===== src/rtl/sdu_dbg_ctrl.sv =====
// Serial debug controller: byte-stream command decoder that halts, runs and
// single-steps the CPU through a clock-enable, holds PC breakpoints, and
// performs debug bus reads/writes while the CPU is halted.
//
// Handshakes: a byte moves on rx (or tx) only in a cycle where valid and
// ready are both high. A producer holding valid keeps its data stable until
// that cycle, and ready never depends on valid.
module sdu_dbg_ctrl #(
    parameter int ADDR_WIDTH = 32,
    parameter int DATA_WIDTH = 32,
    parameter int NUM_BP     = 4
) (
    input  logic                  cpu_clk,
    input  logic                  cpu_rstn,
    input  logic [7:0]            rx_data,
    input  logic                  rx_valid,
    output logic                  rx_ready,
    output logic [7:0]            tx_data,
    output logic                  tx_valid,
    input  logic                  tx_ready,
    input  logic [ADDR_WIDTH-1:0] cpu_pc,
    output logic                  cpu_en,
    output logic                  dbg_req,
    output logic                  dbg_we,
    output logic [ADDR_WIDTH-1:0] dbg_addr,
    output logic [DATA_WIDTH-1:0] dbg_wdata,
    input  logic [DATA_WIDTH-1:0] dbg_rdata,
    input  logic                  dbg_ack,
    output logic                  halted
);
    localparam logic [7:0] AB_B     = 8'(ADDR_WIDTH / 8);
    localparam logic [7:0] DB_B     = 8'(DATA_WIDTH / 8);
    localparam logic [7:0] NUM_BP_B = 8'(NUM_BP);

    localparam logic [7:0] OP_H = 8'h48, OP_R = 8'h52, OP_S = 8'h53, OP_B = 8'h42;
    localparam logic [7:0] OP_C = 8'h43, OP_M = 8'h4D, OP_W = 8'h57, OP_Q = 8'h51;
    localparam logic [7:0] RSP_K = 8'h4B, RSP_ERR = 8'h3F, RSP_RUN = 8'h21;

    typedef enum logic [2:0] {ST_IDLE, ST_ARGS, ST_BUS, ST_STEP, ST_RESP} state_e;

    state_e                state_q, state_d;
    logic [7:0]            opcode_q, opcode_d;
    logic [7:0]            cnt_q, cnt_d;
    logic [7:0]            idx_q, idx_d;
    logic [ADDR_WIDTH-1:0] addr_q, addr_d;
    logic [DATA_WIDTH-1:0] wdata_q, wdata_d;
    logic [DATA_WIDTH-1:0] resp_q, resp_d;
    logic [7:0]            resp_cnt_q, resp_cnt_d;
    logic                  halted_q, halted_d;
    logic                  skip_q, skip_d;
    logic [3:0]            hit_q, hit_d;
    logic                  ready_q;
    logic [ADDR_WIDTH-1:0] bp_addr_q [NUM_BP];
    logic [ADDR_WIDTH-1:0] bp_addr_d [NUM_BP];
    logic [NUM_BP-1:0]     bp_en_q, bp_en_d;

    logic [NUM_BP-1:0] bp_hit_vec;
    logic [3:0]        hit_lowest;
    logic              bp_match_eff;
    logic              step_pulse;
    logic              rx_fire, tx_fire;
    logic              skip_set;

    // Response bytes sit MSB-first in resp_q; a single byte goes in the top lane.
    function automatic logic [DATA_WIDTH-1:0] one_byte(input logic [7:0] b);
        return DATA_WIDTH'(b) << (DATA_WIDTH - 8);
    endfunction

    // Breakpoint comparators and lowest-index priority pick.
    always_comb begin
        hit_lowest = 4'd0;
        for (int i = 0; i < NUM_BP; i++) begin
            bp_hit_vec[i] = bp_en_q[i] && (bp_addr_q[i] == cpu_pc);
        end
        for (int i = NUM_BP - 1; i >= 0; i--) begin
            if (bp_hit_vec[i]) hit_lowest = 4'(i);
        end
    end

    assign bp_match_eff = (|bp_hit_vec) & ~skip_q;
    assign step_pulse   = (state_q == ST_STEP);
    assign cpu_en       = (~halted_q & ~bp_match_eff) | step_pulse;

    assign rx_ready  = ready_q && (state_q == ST_IDLE || state_q == ST_ARGS);
    assign rx_fire   = rx_valid & rx_ready;
    assign tx_valid  = (state_q == ST_RESP);
    assign tx_data   = resp_q[DATA_WIDTH-1 -: 8];
    assign tx_fire   = tx_valid & tx_ready;
    assign dbg_req   = (state_q == ST_BUS);
    assign dbg_we    = dbg_req && (opcode_q == OP_W);
    assign dbg_addr  = addr_q;
    assign dbg_wdata = wdata_q;
    assign halted    = halted_q;

    // Command FSM next state, argument shifting and execution control.
    always_comb begin
        state_d    = state_q;
        opcode_d   = opcode_q;
        cnt_d      = cnt_q;
        idx_d      = idx_q;
        addr_d     = addr_q;
        wdata_d    = wdata_q;
        resp_d     = resp_q;
        resp_cnt_d = resp_cnt_q;
        halted_d   = halted_q;
        skip_d     = skip_q;
        hit_d      = hit_q;
        bp_addr_d  = bp_addr_q;
        bp_en_d    = bp_en_q;
        skip_set   = 1'b0;

        unique case (state_q)
            ST_IDLE: begin
                if (rx_fire) begin
                    opcode_d   = rx_data;
                    resp_cnt_d = 8'd1;
                    state_d    = ST_RESP;
                    case (rx_data)
                        OP_H: begin halted_d = 1'b1; resp_d = one_byte(RSP_K); end
                        OP_R: begin halted_d = 1'b0; skip_set = 1'b1; resp_d = one_byte(RSP_K); end
                        OP_S: state_d = ST_STEP;
                        OP_B: begin cnt_d = AB_B + 8'd1; state_d = ST_ARGS; end
                        OP_C: begin cnt_d = 8'd1;        state_d = ST_ARGS; end
                        OP_M: begin cnt_d = AB_B;        state_d = ST_ARGS; end
                        OP_W: begin cnt_d = AB_B + DB_B; state_d = ST_ARGS; end
                        OP_Q: resp_d = one_byte({halted_q, 3'b000, hit_q});
                        default: resp_d = one_byte(RSP_ERR);
                    endcase
                end
            end
            ST_ARGS: begin
                if (rx_fire) begin
                    cnt_d = cnt_q - 8'd1;
                    if ((opcode_q == OP_B && cnt_q == AB_B + 8'd1) || opcode_q == OP_C) begin
                        idx_d = rx_data;
                    end else if (opcode_q == OP_W && cnt_q <= DB_B) begin
                        wdata_d = (wdata_q << 8) | DATA_WIDTH'(rx_data);
                    end else begin
                        addr_d = (addr_q << 8) | ADDR_WIDTH'(rx_data);
                    end
                    // Last argument byte: execute the command.
                    if (cnt_q == 8'd1) begin
                        resp_cnt_d = 8'd1;
                        state_d    = ST_RESP;
                        case (opcode_q)
                            OP_B: begin
                                for (int i = 0; i < NUM_BP; i++) begin
                                    if (idx_q == 8'(i)) begin
                                        bp_addr_d[i] = addr_d;
                                        bp_en_d[i]   = 1'b1;
                                    end
                                end
                                resp_d = one_byte((idx_q < NUM_BP_B) ? RSP_K : RSP_ERR);
                            end
                            OP_C: begin
                                for (int i = 0; i < NUM_BP; i++) begin
                                    if (rx_data == 8'(i)) bp_en_d[i] = 1'b0;
                                end
                                resp_d = one_byte((rx_data < NUM_BP_B) ? RSP_K : RSP_ERR);
                            end
                            default: begin
                                // 'M' and 'W' touch the bus only while halted.
                                if (halted_q) state_d = ST_BUS;
                                else          resp_d  = one_byte(RSP_RUN);
                            end
                        endcase
                    end
                end
            end
            ST_BUS: begin
                if (dbg_ack) begin
                    state_d = ST_RESP;
                    if (opcode_q == OP_W) begin
                        resp_d     = one_byte(RSP_K);
                        resp_cnt_d = 8'd1;
                    end else begin
                        resp_d     = dbg_rdata;
                        resp_cnt_d = DB_B;
                    end
                end
            end
            ST_STEP: begin
                resp_d     = one_byte(RSP_K);
                resp_cnt_d = 8'd1;
                state_d    = ST_RESP;
            end
            ST_RESP: begin
                if (tx_fire) begin
                    resp_d     = resp_q << 8;
                    resp_cnt_d = resp_cnt_q - 8'd1;
                    if (resp_cnt_q == 8'd1) state_d = ST_IDLE;
                end
            end
            default: state_d = ST_IDLE;
        endcase

        // skip_once lasts until the first enabled cycle; a new 'R' re-arms it.
        if (cpu_en)   skip_d = 1'b0;
        if (skip_set) skip_d = 1'b1;

        // A breakpoint hit while running halts before the instruction executes.
        if (~halted_q & bp_match_eff) begin
            halted_d = 1'b1;
            hit_d    = hit_lowest;
        end
    end

    // State registers with synchronous active-low reset.
    always_ff @(posedge cpu_clk) begin
        if (!cpu_rstn) begin
            state_q    <= ST_IDLE;
            opcode_q   <= 8'd0;
            cnt_q      <= 8'd0;
            idx_q      <= 8'd0;
            addr_q     <= '0;
            wdata_q    <= '0;
            resp_q     <= '0;
            resp_cnt_q <= 8'd0;
            halted_q   <= 1'b1;
            skip_q     <= 1'b0;
            hit_q      <= 4'd0;
            ready_q    <= 1'b0;
            bp_en_q    <= '0;
            for (int i = 0; i < NUM_BP; i++) bp_addr_q[i] <= '0;
        end else begin
            state_q    <= state_d;
            opcode_q   <= opcode_d;
            cnt_q      <= cnt_d;
            idx_q      <= idx_d;
            addr_q     <= addr_d;
            wdata_q    <= wdata_d;
            resp_q     <= resp_d;
            resp_cnt_q <= resp_cnt_d;
            halted_q   <= halted_d;
            skip_q     <= skip_d;
            hit_q      <= hit_d;
            ready_q    <= 1'b1;
            bp_en_q    <= bp_en_d;
            for (int i = 0; i < NUM_BP; i++) bp_addr_q[i] <= bp_addr_d[i];
        end
    end

endmodule


===== config.mk =====
export PLATFORM = sky130hd
export DESIGN_NAME = sdu_dbg_ctrl
export DESIGN_NICKNAME = d
export VERILOG_FILES = /design/src/rtl/sdu_dbg_ctrl.sv
export SDC_FILE = /design/constraint.sdc
export NUM_CORES = 1
export LEC_CHECK = 0
export ABC_AREA = 1
export CAP_MARGIN = 15
export CORE_ASPECT_RATIO = 0.5
export CORE_MARGIN = 8
export CORE_UTILIZATION = 52
export DETAILED_ROUTE_END_ITERATION = 8
export HOLD_SLACK_MARGIN = 0.05
export MAX_ROUTING_LAYER = met4
export PLACE_DENSITY = 0.8
export SLEW_MARGIN = 20
export SYNTH_ARGS = -nofsm -noshare
export SYNTH_HDL_FRONTEND = slang
export SYNTH_SLANG_ARGS = --single-unit

===== constraint.sdc =====
create_clock -name cpu_clk -period 2.9 [get_ports cpu_clk]
set_clock_uncertainty 0.2 [all_clocks]
set_input_delay 0.29 -clock cpu_clk [delete_from_list [all_inputs] [get_ports cpu_clk]]
set_output_delay 0.29 -clock cpu_clk [all_outputs]
set_load 0.02 [all_outputs]

# Word level (Yosys, flattened, before mapping)
# Cells that the tools add are included.
[word_totals] input_bits=77 out_inout_bits=78 word_cells=179 ff_bits=270
[classes] magnitude_cmp=3 eq_ne=45 muxes=55 n_addsub=2 bitwise=13 n_reduce_logical=41
[op_table] cell="32-bit two-way mux" n=9
[op_table] cell="32-bit case mux with 5 select lines" n=1
[op_table] cell="32-bit equality test" n=4
[op_table] cell="32-bit case mux with 3 select lines" n=1
[op_table] cell="8-bit by 7-bit equality test with 1-bit output (second input constant)" n=11
[op_table] cell="32-bit by 8-bit OR with 32-bit output" n=2
[op_table] cell="32-bit case mux with 2 select lines" n=1
[op_table] cell="8-bit two-way mux" n=7
[op_table] cell="8-bit case mux with 5 select lines" n=1
[op_table] cell="6-bit AND reduction" n=6
[op_table] cell="8-bit by 1-bit equality test with 1-bit output (second input constant)" n=4
[op_table] cell="8-bit by 2-bit equality test with 1-bit output (second input constant)" n=4
[op_table] cell="8-bit case mux with 4 select lines" n=1
[op_table] cell="3-bit two-way mux" n=9
[op_table] cell="2-bit by 1-bit inequality test with 1-bit output (second input constant)" n=12
[op_table] cell="5-bit AND reduction" n=4
[op_table] cell="8-bit zero test" n=2
[op_table] cell="8-bit by 3-bit < comparator with 1-bit output (second input constant)" n=2
[op_table] cell="8-bit case mux with 2 select lines" n=1
[op_table] cell="8-bit by 1-bit subtractor with 8-bit output (second input constant)" n=2
[op_table] cell="3-bit case mux with 5 select lines" n=1
[op_table] cell="1-bit two-way mux" n=14
[op_table] cell="7-bit two-way mux" n=2
[op_table] cell="8-bit by 3-bit equality test with 1-bit output (second input constant)" n=1
[op_table] cell="26 further kinds" n=57

# Logic depth before layout (Yosys ltp)
# Gate-level depths: netlist of run 1.
[logic_depth] word_depth=9 mapped_depth=15 mapped_depth_nobuf=14

# Least setup slack after synthesis of run 1
# Ideal clock, no wire load.
[synth_path] path_kind="reg2reg" start="register state_q[2]" end="register resp_q[12]" path_slack_ns=0.864 path_buffers=1 synth_period_minus_slack_ns=2.036 path_stages_with_launch=14 setup_ns=0.128 arrival_time_ns=1.708 path_cell_list="dfxtp_1 > nor2_2 > inv_2 > nor2_4 > nand2_2 > nand2_1 > nand2_1 > nor2_2 > nand2_4 > inv_2 > nand3_4 > buf_2 > o21ai_1 > nor2_1"
[synth_between] elab_chain_cells=6 word_cells_on_any_way=19 classes_between="eq/ne (11); mux (1); bitwise (2); reduce/logical (5)"
[synth_rtl] item="start, declared" line_no="41" rtl="state_e state_q, state_d;"
[synth_rtl] item="start signal, assigned" line_no="226" rtl="state_q <= state_d;"
[synth_rtl] item="3-bit by 1-bit equality test with 1-bit output or 3-bit zero test (tied branches)" line_no="84" rtl="assign rx_ready = ready_q && (state_q == ST_IDLE || state_q == ST_ARGS);"
[synth_rtl] item="1-bit logical OR (*)" line_no="84"
[synth_rtl] item="1-bit logical AND (*)" line_no="84"
[synth_rtl] item="net rx_ready" line_no="17" rtl="output logic rx_ready,"
[synth_rtl] item="1-bit bitwise AND (*)" line_no="85" rtl="assign rx_fire = rx_valid & rx_ready;"
[synth_rtl] item="2-bit inequality test (no line)"
[synth_rtl] item="8-bit AND reduction (no line) (*)"
[synth_rtl] item="end signal, assigned" line_no="232" rtl="resp_q <= resp_d;"
[synth_rtl] item="end, declared" line_no="47" rtl="logic [DATA_WIDTH-1:0] resp_q, resp_d;"
# Mark *: on every way through the listed nets, which the timed path passes. The rest lies on a longest branch.
# A chain may end at the register's enable or synchronous reset.

# Final worst setup path of run 1
[layout_path] start="input cpu_pc[20]" end="output cpu_en"
[layout_between] elab_chain_cells=7 word_cells_on_any_way=13 classes_between="eq/ne (4); bitwise (4); reduce/logical (5)"
[layout_rtl] item="start, declared" line_no="21" rtl="input logic [ADDR_WIDTH-1:0] cpu_pc,"
[layout_rtl] item="32-bit equality test" line_no="73" rtl="bp_hit_vec[i] = bp_en_q[i] && (bp_addr_q[i] == cpu_pc);"
[layout_rtl] item="1-bit logical AND" line_no="73"
[layout_rtl] item="4-bit OR reduction (*)" line_no="80" rtl="assign bp_match_eff = (|bp_hit_vec) & ~skip_q;"
[layout_rtl] item="1-bit bitwise AND (*)" line_no="80"
[layout_rtl] item="1-bit inverter (*)" line_no="82" rtl="assign cpu_en = (~halted_q & ~bp_match_eff) | step_pulse;"
[layout_rtl] item="1-bit bitwise AND (*)" line_no="82"
[layout_rtl] item="1-bit OR (*)" line_no="82"
[layout_rtl] item="end, declared" line_no="22" rtl="output logic cpu_en,"
# Every way passes the cells marked *; elsewhere a longest branch is shown, timed or not.

==> results.md, run 1 <==
- Synth area leader: dfxtp_1
- Req. time, crit path: 2410 ps
- Internal power: 0.00715 W
- Core area: 27500 um2
- Static leakage: 7.97 nW
- Synth-to-layout area growth: 22.1%
- Final Hold Violating Endpoints: 0
- Tightest Pin Transition: 673 ps
- Status: finished, final reports clean
- Register share of total power: 39.5%
- RePlAce Congestion: 0.980
- Initial antenna violation count: 0
- Total power draw: 0.0108 W
- Critical path's slowest cell: clkdlybuf4s50_1
- Ports: 155
- Hold crit path type: input port to flip-flop
- Hold depth: 3
- Syn Nets: 2322
- Worst skew pair latency: 550 ps
- Die Height: 134 um
- Seq/Total Area, Yosys: 37.0%
- Maximum number of pins on one net before global-route repair: 127
- Initial core utilization: 52.7%
- Final worst path period need: 2750 ps
- Post-synth top cells: nand2_1, inv_1, dfxtp_1, nand3_1, nor2_1
- Reg2reg setup slack: 400 ps
- Comb pwr share: 28.8%
- Crit-path most repeated cell: nand2_1
- Peak supply drop: 0.516 mV
- Final core occ: 64.3%
- Post-synth ARST share: 0%
- Final Non-Filler Cells: 2784
- Antenna diodes: 0
- H-tree depth: 1
- Nets: 2466
- 1st-iter DRT viols: 1456
- Residual DRC count: 0
- Inserted Clock Buffers: 25
- CTS tree: yes
- Smallest hold slack: 166 ps
- Cells on worst reg2reg path: 10
- Pins Over Slew Limit: 0
- MaxCap Viol Count: 0
- Cells along the critical path: clkdlybuf4s50_1 -> xnor2_2 -> nand2_1 -> nor2_1 -> nand2_1 -> nor2_1 -> nand3_1 -> nand2_2 -> nor2_4 -> o21bai_1 -> nand2_1 -> buf_6
- Via density: 5.37
- Port bufs: 154
- Top-area cell type share of the netlist area: 37.0%
- Post-Syn Area: 14500 um2
- GRT Total Usage: 26.5%
- Crit path max fanout: 6
- Post-route setup slack: 147 ps
- Critical R2R Launch: opcode_q[4]
- Die Area: 33800 um2
- FP Rows: 43
- Min-delay src: dbg_rdata[7]
- Clock share of power: 31.6%
- Total wire length: 45400 um
- Most common cell in the netlist: nand2_1
- Share of cells above drive strength 1: 14.2%
- CTS max path bufs: 3
- Die width: 252 um
- Crit. End Element: output pin
- Syn Inst Count: 2240
- Critical path type: input port to output pin
- Number of synthesized flops with an enable pin: 0
- Post-DP HPWL: 32300 um
- Final number of setup-violating endpoints: 0
- Drt pass-1 iters: 5
- Avg WL per Cell: 16.3 um
- Vias in the first global route: 13319
- Yosys warning total: 0
- Setup WS pre-CTS: -344 ps
- Hold path endpoint: resp_q[7]
- DRT antenna net count: 0
- Dpl cells: 2735
- FMAX: 0.363 GHz
- Synth cell types: 41
- Net switching power: 0.00366 W
- Slew margin rel.: 55.2%
- First-pass GRT wire length: 71800 um
- CTS sink cnt: 268
- RR Endpoint: bp_addr_q[75]
- Synth Area per Inst: 6.48 um2
- Switching part of the total power: 33.9%
- CTS Root Cell: clkbuf_16
- Arrival time worst endpoint: 2260 ps
- Startpoint Class: input port
- Total power divided by cell area: 610 nW/um2
- Synth area leaders: dfxtp_1, nand2_1, o211ai_1, nand3_1, inv_1
- Worst stage delay on the critical path: 660 ps
- Top FF cell, synth: dfxtp_1
- Total grt overflow: 0
- Clock transition at path regs: 70 ps
- #FFs+latches synth: 268
- Fin crit share: 94.9%
- Via Count: 14938
[registers in the layout, summed over array words and instances, names as in the netlist, 3 cells and up]
signal      count
state_q         3
cnt_q           8
resp_cnt_q      8
opcode_q        8
bp_addr_q     128
bp_en_q         4
dbg_wdata      32
idx_q           8
resp_q         32
dbg_addr       32
[layout by cell type, fill, tap and decap left out, types with 2 or more instances in the layout]
cell,instances
a211oi_1,33
a21oi_1,44
a31oi_1,3
and2_4,2
buf_12,9
buf_4,61
buf_6,2
clkbuf_1,5
clkbuf_16,25
clkbuf_8,10
clkdlybuf4s50_1,143
clkinv_2,2
dfxtp_1,239
dfxtp_2,27
dfxtp_4,2
dlymetal6s2s_1,8
ha_1,5
inv_1,271
inv_2,141
nand2_1,558
nand2_2,5
nand3_1,227
nand3_2,4
nand3_4,2
nand4_1,22
nor2_1,187
nor2_2,27
nor2_4,8
nor3_1,11
nor3_2,2
o211ai_1,166
o21ai_0,72
o21ai_1,23
or2_2,4
xnor2_1,21
xor2_1,12
[worst max path at each step]
stage              startpoint  slack [ps]         end
4_1_cts          bp_addr_q[6]          10      cpu_en
2_1_floorplan      state_q[2]         860  resp_q[12]
6_report           cpu_pc[20]         150      cpu_en
3_3_place_gp       cpu_pc[11]        -320      cpu_en
5_1_grt        bp_addr_q[113]          -6      cpu_en
3_5_place_dp       cpu_pc[11]        -340      cpu_en
[critical path, delay by kind of cell]
kind,cells,cell delay [ps]
simple gates,8,850
compound gates,1,130
xor+xnor,1,170
buf+inv,2,810
[repair_timing]
| item | in CTS | in global routing |
|---|---|---|
| endpoints found under the setup margin | 2 | 1 |
| pin swaps | 0 | 20 |
| hold buffers | 1 | 0 |
| buffers inserted | 0 | 3 |
| hold endpoints to repair | 29 | 0 |
| gates resized for setup | 8 | 81 |
[power by group through the flow]
stage / logic, W / clock network, W / registers, W
detailed placement: 0.00306 / 0 / 0.00435
CTS: 0.00309 / 0.00347 / 0.00427
global placement: 0.00303 / 0 / 0.00435
global route: 0.00352 / 0.00360 / 0.00431
floorplan: 0.00216 / 0 / 0.00433
finish: 0.00312 / 0.00342 / 0.00428
[cell families (layout without fill, tap and decap cells)]
group | Yosys count | count (layout) | share of synthesized area [%]
flip-flops | 268 | 268 | 37.0
buffers and inverters | 521 | 683 | 14.0
adder cells (fa/ha/maj) | 5 | 5 | 0.431
XOR/XNOR | 34 | 34 | 2.05
AND/OR/NAND/NOR | 1064 | 1064 | 30.9
AO/OA/AOI/OAI | 348 | 348 | 15.6
[layout make-up]
cell class | instances | area [um2]
Tap cell | 382 | 478
Inverter | 413 | 1550
Fill cell | 2554 | 9830
Multi-Input combinational cell | 1451 | 7230
Sequential cell | 268 | 5410
Clock buffer | 40 | 782
Timing Repair Buffer | 225 | 2210
Clock inverter | 5 | 56.3
[routing by layer]
layer / vias up / part of all wire (%) / global-route usage, %
li1: 7432 / - / -
met1: 6862 / 44 / 35.9
met2: 571 / 45 / 41.8
met3: 73 / 7.7 / 3.80
met4: 0 / 2.5 / 6.05
met5: - / 0 / -
[through the flow]
stage / TNS [ps] / cell area [um2]
after CTS: 0 / 17500
after global placement: -318 / 16700
final: 0 / 17700
after floorplan: 0 / 14500
after detailed placement: -344 / 16700
after global routing: -5.78 / 17700
No activity file was read; power rests on OpenSTA's default activity.
==> run 2, diff against run 1 <==
--- a/config.mk
+++ b/config.mk
@@ -8,9 +8,9 @@
 export ABC_AREA = 1
 export CAP_MARGIN = 15
 export CORE_ASPECT_RATIO = 0.5
-export CORE_MARGIN = 8
 export CORE_UTILIZATION = 52
 export DETAILED_ROUTE_END_ITERATION = 8
+export GPL_TIMING_DRIVEN = 1
 export HOLD_SLACK_MARGIN = 0.05
 export MAX_ROUTING_LAYER = met4
 export PLACE_DENSITY = 0.8
==> run 2 against run 1 <==
  * Via count shrank 0.83%
  * Sequential power is essentially flat
  * Total power shrank 0.78%
  * Die area shrank 15%
  * Non-clock buffer count grew 10
  * Combinational power is essentially flat
  * Largest cell class unchanged
==> results.md, run 2 (synthesis results as in run 1) <==
- Most flop-heavy register: bp_addr_q
- CTS Root Cell: clkbuf_16
- Die Area: 28600 um2 (-15%)
- Residual DRC count: 0 (unchanged)
- Final number of setup-violating endpoints: 0 (unchanged)
- Worst skew pair latency: 540 ps (about the same)
- Total grt overflow: 0 (unchanged)
- First-pass GRT wire length: 70300 um (-2.1%)
- Net switching power: 0.00366 W (-0.24%)
- Clock transition at path regs: 70 ps (about the same)
- FP Rows: 42 (-2.3%)
- Smallest hold slack: 165 ps (-0.392 ps)
- Crit. End Element: output pin
- Internal power: 0.00707 W (-1.1%)
- Crit-path most repeated cell: nand2_1
- Nets: 2476 (+0.41%)
- Register share of total power: 39.8% (+0.3 points)
- Cells on worst reg2reg path: 10 (unchanged)
- Final worst path period need: 2820 ps (+67.5 ps)
- Cells along the critical path: clkdlybuf4s50_1 -> buf_4 -> xnor2_1 -> nand2_1 -> nor2_1 -> nand2_1 -> nor2_1 -> nand3_1 -> nand2_1 -> nor2_2 -> o21bai_1 -> nand2_1 -> buf_2
- Startpoint Class: input port
- Critical path type: input port to output pin
- CTS sink cnt: 268 (unchanged)
- Req. time, crit path: 2410 ps (about the same)
- Total power divided by cell area: 609 nW/um2 (-0.28%)
- Static leakage: 7.95 nW (-0.23%)
- Post-DP HPWL: 31800 um (-1.6%)
- CTS max path bufs: 3 (unchanged)
- Final Hold Violating Endpoints: 0 (unchanged)
- RSZ-0062 raised after global routing: no
- Port bufs: 154 (unchanged)
- Die width: 238 um (-5.6%)
- Critical R2R Launch: state_q[2]
- CTS tree: yes
- Critical path's slowest cell: clkdlybuf4s50_1
- Crit path max fanout: 4 (-2)
- 1st-iter DRT viols: 1618 (+11%)
- Hold crit path type: input port to flip-flop
- DRT antenna net count: 0 (unchanged)
- Inserted Clock Buffers: 25 (unchanged)
- Clock share of power: 31.0% (-0.6 points)
- Total wire length: 43900 um (-3.3%)
- Via density: 5.32 (-0.87%)
- Initial core utilization: 53.9% (+1.3 points)
- Ports: 155 (unchanged)
- Max reg flops: 128 (unchanged)
- Maximum number of pins on one net before global-route repair: 110 (-13%)
- Initial antenna violation count: 0 (unchanged)
- Die Height: 120 um (-10%)
- MaxCap Viol Count: 0 (unchanged)
- Antenna diodes: 0 (unchanged)
- Min-delay src: dbg_rdata[7]
- Commonest non-fill, non-tap cell in the layout: nand2_1
- Hold depth: 3 (unchanged)
- Commonest cells after routing, fill and taps aside: nand2_1, inv_1, dfxtp_1
- Arrival time worst endpoint: 2330 ps (+70 ps)
- Crit path from: cpu_pc[12]
- Comb pwr share: 29.2% (+0.4 points)
- Fin crit share: 97.3% (+2.3 points)
- Share of cells above drive strength 1: 12.5% (-1.7 points)
- Core area: 26900 um2 (-2.3%)
- Via Count: 14814 (-0.83%)
- Status: finished, final reports clean
- Pins Over Slew Limit: 0 (unchanged)
- Drt pass-1 iters: 5 (unchanged)
- Setup TNS: 0 ps (unchanged)
- Worst stage delay on the critical path: 440 ps (-220 ps)
- Synth-to-layout area growth: 21.5%
- H-tree depth: 1 (unchanged)
- RePlAce Congestion: 0.989 (+0.88%)
- Final Non-Filler Cells: 2785 (+0.036%)
- Tightest Pin Transition: 615 ps (-57.8 ps)
- Dpl cells: 2740 (+0.18%)
- Slew margin rel.: 59.0% (+3.8 points)
- FMAX: 0.355 GHz (-2.4%)
- Vias in the first global route: 13187 (-0.99%)
- Avg WL per Cell: 15.8 um (-3.3%)
- Switching part of the total power: 34.1% (+0.18 points)
- Peak supply drop: 0.465 mV (-10%)
- GRT Total Usage: 31.6% (+5.1 points)
- # Post-CTS Setup Buffers: 0 (unchanged)
-- run 2: cell count changes in the layout (fill, tap and decap cells not counted), sizes merged --
cell and delta:
buf +10, clkinv +3, clkdlybuf4s50 +6, inv -1
dlygate4sd2 -1, clkinvlp +2, clkbuf -5, dlymetal6s2s -5
-- run 2: routing by layer --
metal,routed length (um),GRT usage (%),up-vias
met5,0,-,-
met4,1010,7.69,0
met3,3950,5.34,73
met2,19000,47.1,606
met1,20000,44.3,6682
li1,-,-,7453
-- run 2: final cells by class --
type | instances | area, um2
multi-input combinational | 1451 | 7140
sequential | 268 | 5370
clock inverter | 9 | 77.6
timing repair buffer | 235 | 2280
fill | 2511 | 9280
clock buffer | 35 | 733
tap | 374 | 468
inverter | 413 | 1550
-- run 2: power groups by stage --
stage	registers (W)	clock network [W]	logic, W
after floorplan	0.00433	0	0.00216
after global placement	0.00434	0	0.00305
after detailed placement	0.00435	0	0.00308
after CTS	0.00426	0.00336	0.00311
after global routing	0.00430	0.00353	0.00353
final	0.00427	0.00333	0.00313
-- run 2: timing repair --
| action | 4_1_cts | 5_1_grt |
|---|---|---|
| endpoints found under the hold margin | 1 | 0 |
| resized for setup | 8 | 15 |
| hold buffers | 1 | 0 |
| setup endpoints to repair | 1 | 2 |
| pin swaps | 0 | 1 |
-- run 2: critical path: cells and delay by family --
kind / cells / cell delay (ps)
buffers and inverters: 3 / 800
and+or+nand+nor: 8 / 880
AOI/OAI and AO/OA: 1 / 130
xor gates and xnor gates: 1 / 220
-- run 2: path summary, 6_finish.rpt --
| check | end | slack [ps] |
|---|---|---|
| max | cpu_en | 80 |
| min | resp_q[7] | 170 |
| max reg2reg | dbg_wdata[16] | 410 |
| min reg2reg | idx_q[2] | 250 |
-- run 2: through the flow --
stage,setup WS (ps),power (W),util [%],area (um2)
after floorplan,864,0.00649,-,14500
after global placement,-274,0.00738,62.3,16800
after detailed placement,-281,0.00742,62.3,16800
after CTS,2.43,0.0107,65.4,17600
after global routing,7.07,0.0114,65.5,17600
final,79.2,0.0107,65.5,17600
==> run 3, diff against run 2 <==
--- a/config.mk
+++ b/config.mk
@@ -8,12 +8,12 @@
 export ABC_AREA = 1
 export CAP_MARGIN = 15
 export CORE_ASPECT_RATIO = 0.5
-export CORE_UTILIZATION = 52
+export CORE_UTILIZATION = 60
 export DETAILED_ROUTE_END_ITERATION = 8
 export GPL_TIMING_DRIVEN = 1
 export HOLD_SLACK_MARGIN = 0.05
 export MAX_ROUTING_LAYER = met4
-export PLACE_DENSITY = 0.8
+export PLACE_DENSITY = 0.9
 export SLEW_MARGIN = 20
 export SYNTH_ARGS = -nofsm -noshare
 export SYNTH_HDL_FRONTEND = slang
==> run 3 against run 2 <==
  * Sequential power barely moved
  * Total power fell by 2.2%
  * Count of clock-buffer cells in the layout did not move
  * Largest power group unchanged
==> results.md, run 3 (synthesis results as in run 1) <==
- Peak supply drop: 0.591 mV (+27%)
- Total power divided by cell area: 606 nW/um2 (-0.41%)
- Tightest Pin Transition: 845 ps (+230 ps)
- Static leakage: 7.82 nW (-1.6%)
- Residual DRC count: 0 (unchanged)
- Initial antenna violation count: 0 (unchanged)
- Die Height: 112 um (-6.8%)
- Final std cell area, no fill: 17300 um2 (-1.8%)
- First-pass GRT wire length: 70100 um (-0.28%)
- Total power draw: 0.0105 W (-2.2%)
- 1st-iter DRT viols: 2013 (+24%)
- Dpl cells: 2660 (-2.9%)
- Final Hold Violating Endpoints: 0 (unchanged)
- Critical path type: flip-flop to output pin
- FP Rows: 39 (-7.1%)
- Via Count: 15149 (+2.3%)
- Total wire length: 44200 um (+0.65%)
- CTS max path bufs: 3 (unchanged)
- RePlAce Congestion: 0.970 (-1.9%)
- Inserted Clock Buffers: 24 (-4.0%)
- Ports: 155 (unchanged)
- FMAX: 0.356 GHz (+0.37%)
- Die width: 222 um (-6.8%)
- Vias in the first global route: 13273 (+0.65%)
- Avg WL per Cell: 16.3 um (+3.7%)
- Worst skew pair latency: 550 ps (about the same)
- Pins Over Slew Limit: 0 (unchanged)
- MaxCap Viol Count: 0 (unchanged)
- CTS sink cnt: 268 (unchanged)
- CTS Root Cell: clkbuf_16
- Reg2reg setup slack: 330 ps (-80 ps)
- Crit path max fanout: 3 (-1)
- Final Non-Filler Cells: 2704 (-2.9%)
- Arrival time worst endpoint: 2320 ps (about the same)
- Drt pass-1 iters: 7 (+2)
- Most flop-heavy register: bp_addr_q
- Final worst path period need: 2810 ps (-10.4 ps)
- Status: finished, final reports clean
- Die Area: 24800 um2 (-13%)
- Slew margin rel.: 43.6% (-15 points)
- Startpoint Class: flip-flop
- Crit. End Element: output pin
- Maximum number of pins on one net before global-route repair: 65 (-41%)
- Final number of setup-violating endpoints: 0 (unchanged)
- CTS tree: yes
- Via density: 5.60 (+5.3%)
- GRT Total Usage: 36.2% (+4.6 points)
- Synth-to-layout area growth: 19.3%
- Share of cells above drive strength 1: 11.8% (-0.72 points)
- Total grt overflow: 0 (unchanged)
- Core area: 23300 um2 (-13%)
- Commonest cells after routing, fill and taps aside: nand2_1, inv_1, dfxtp_1
- Max reg flops: 128 (unchanged)
- Antenna diodes: 0 (unchanged)
- Initial core utilization: 62.3% (+8.4 points)
- Port bufs: 154 (unchanged)
- Commonest non-fill, non-tap cell in the layout: nand2_1
- Placed Area: 16500 um2 (-1.5%)
- Post-DP HPWL: 31500 um (-1.0%)
- Clock transition at path regs: 70 ps (about the same)
- Nets: 2463 (-0.53%)
- Fin crit share: 96.9% (-0.36 points)
- Hold crit path type: input port to flip-flop
- Req. time, crit path: 2410 ps (about the same)
- DRT antenna net count: 0 (unchanged)
- H-tree depth: 1 (unchanged)
==> run 3: changes by cell type in the layout (fill, tap and decap cells not counted), moves of 2 or more <==
cell        before  now
clkinvlp_4       3    1
dfxtp_2          5    7
nor2_2          13   11
buf_12          10    5
clkbuf_1         3    7
dfxtp_1        263  261
clkbuf_8         7    4
buf_4           70   63
==> run 3: metal layers <==
layer  vias to the layer above  GRT usage, %  wire (um)
li1                       7430             -          -
met2                       780          54.7      19100
met3                       104          5.86       4260
met1                      6835          50.1      19700
met4                         0          9.35       1170
met5                         -             -          0
==> run 3: worst paths after layout <==
kind           startpoint        endpoint  cells past startpoint
min reg2reg      idx_q[2]        idx_q[2]                      2
max          bp_addr_q[6]          cpu_en                     13
min          dbg_rdata[5]       resp_q[5]                      5
max reg2reg   opcode_q[6]  bp_addr_q[111]                     11
==> run 3: final cells by class <==
cell class | count | area [um2]
sequential | 268 | 5370
clock inverter | 7 | 48.8
multi-input combinational | 1451 | 7140
inverter | 413 | 1550
fill | 1878 | 5970
clock buffer | 35 | 682
timing repair buffer | 223 | 2130
tap | 307 | 384
==> run 3: worst max-delay path: stages (launching register included) <==
cell and delay, ps:
dfxtp_1 370, inv_1 60, nand2_1 80, nand2_1 80
nor2_2 170, nand2_1 90, nor2_2 150, and2_1 150
nand3_1 60, nand2_1 60, nor2_1 90, o21bai_1 130
nand2_1 100, buf_2 170
==> run 3: what timing repair did <==
| action | in CTS | in global routing |
|---|---|---|
| hold buffers | 1 | 0 |
| setup endpoints to repair | 2 | 1 |
| setup buffers | 0 | 1 |
| cloned | 0 | 0 |
| resized for setup | 7 | 17 |
| pin swaps | 0 | 4 |
| endpoints found under the hold margin | 46 | 0 |
==> run 3: per-stage QoR <==
step | util [%] | worst slack [ps] | hold slack, ps | setup TNS, ps
6_report | 74.3 | 89.6 | 165 | 0
5_1_grt | 74.3 | -40.3 | 179 | -40.3
4_1_cts | 74.2 | 4.69 | 157 | 0
3_5_place_dp | 71.0 | -288 | 243 | -288
3_3_place_gp | 71.0 | -273 | 233 | -273
2_1_floorplan | - | 864 | 118 | 0
==> run 3: where the power goes <==
part           switching, W  internal [W]  total (W)  leakage (nW)
Combinational       0.00198       0.00115    0.00313          5.29
Sequential         0.000224       0.00404    0.00426          2.17
Clock               0.00146       0.00164    0.00310         0.359
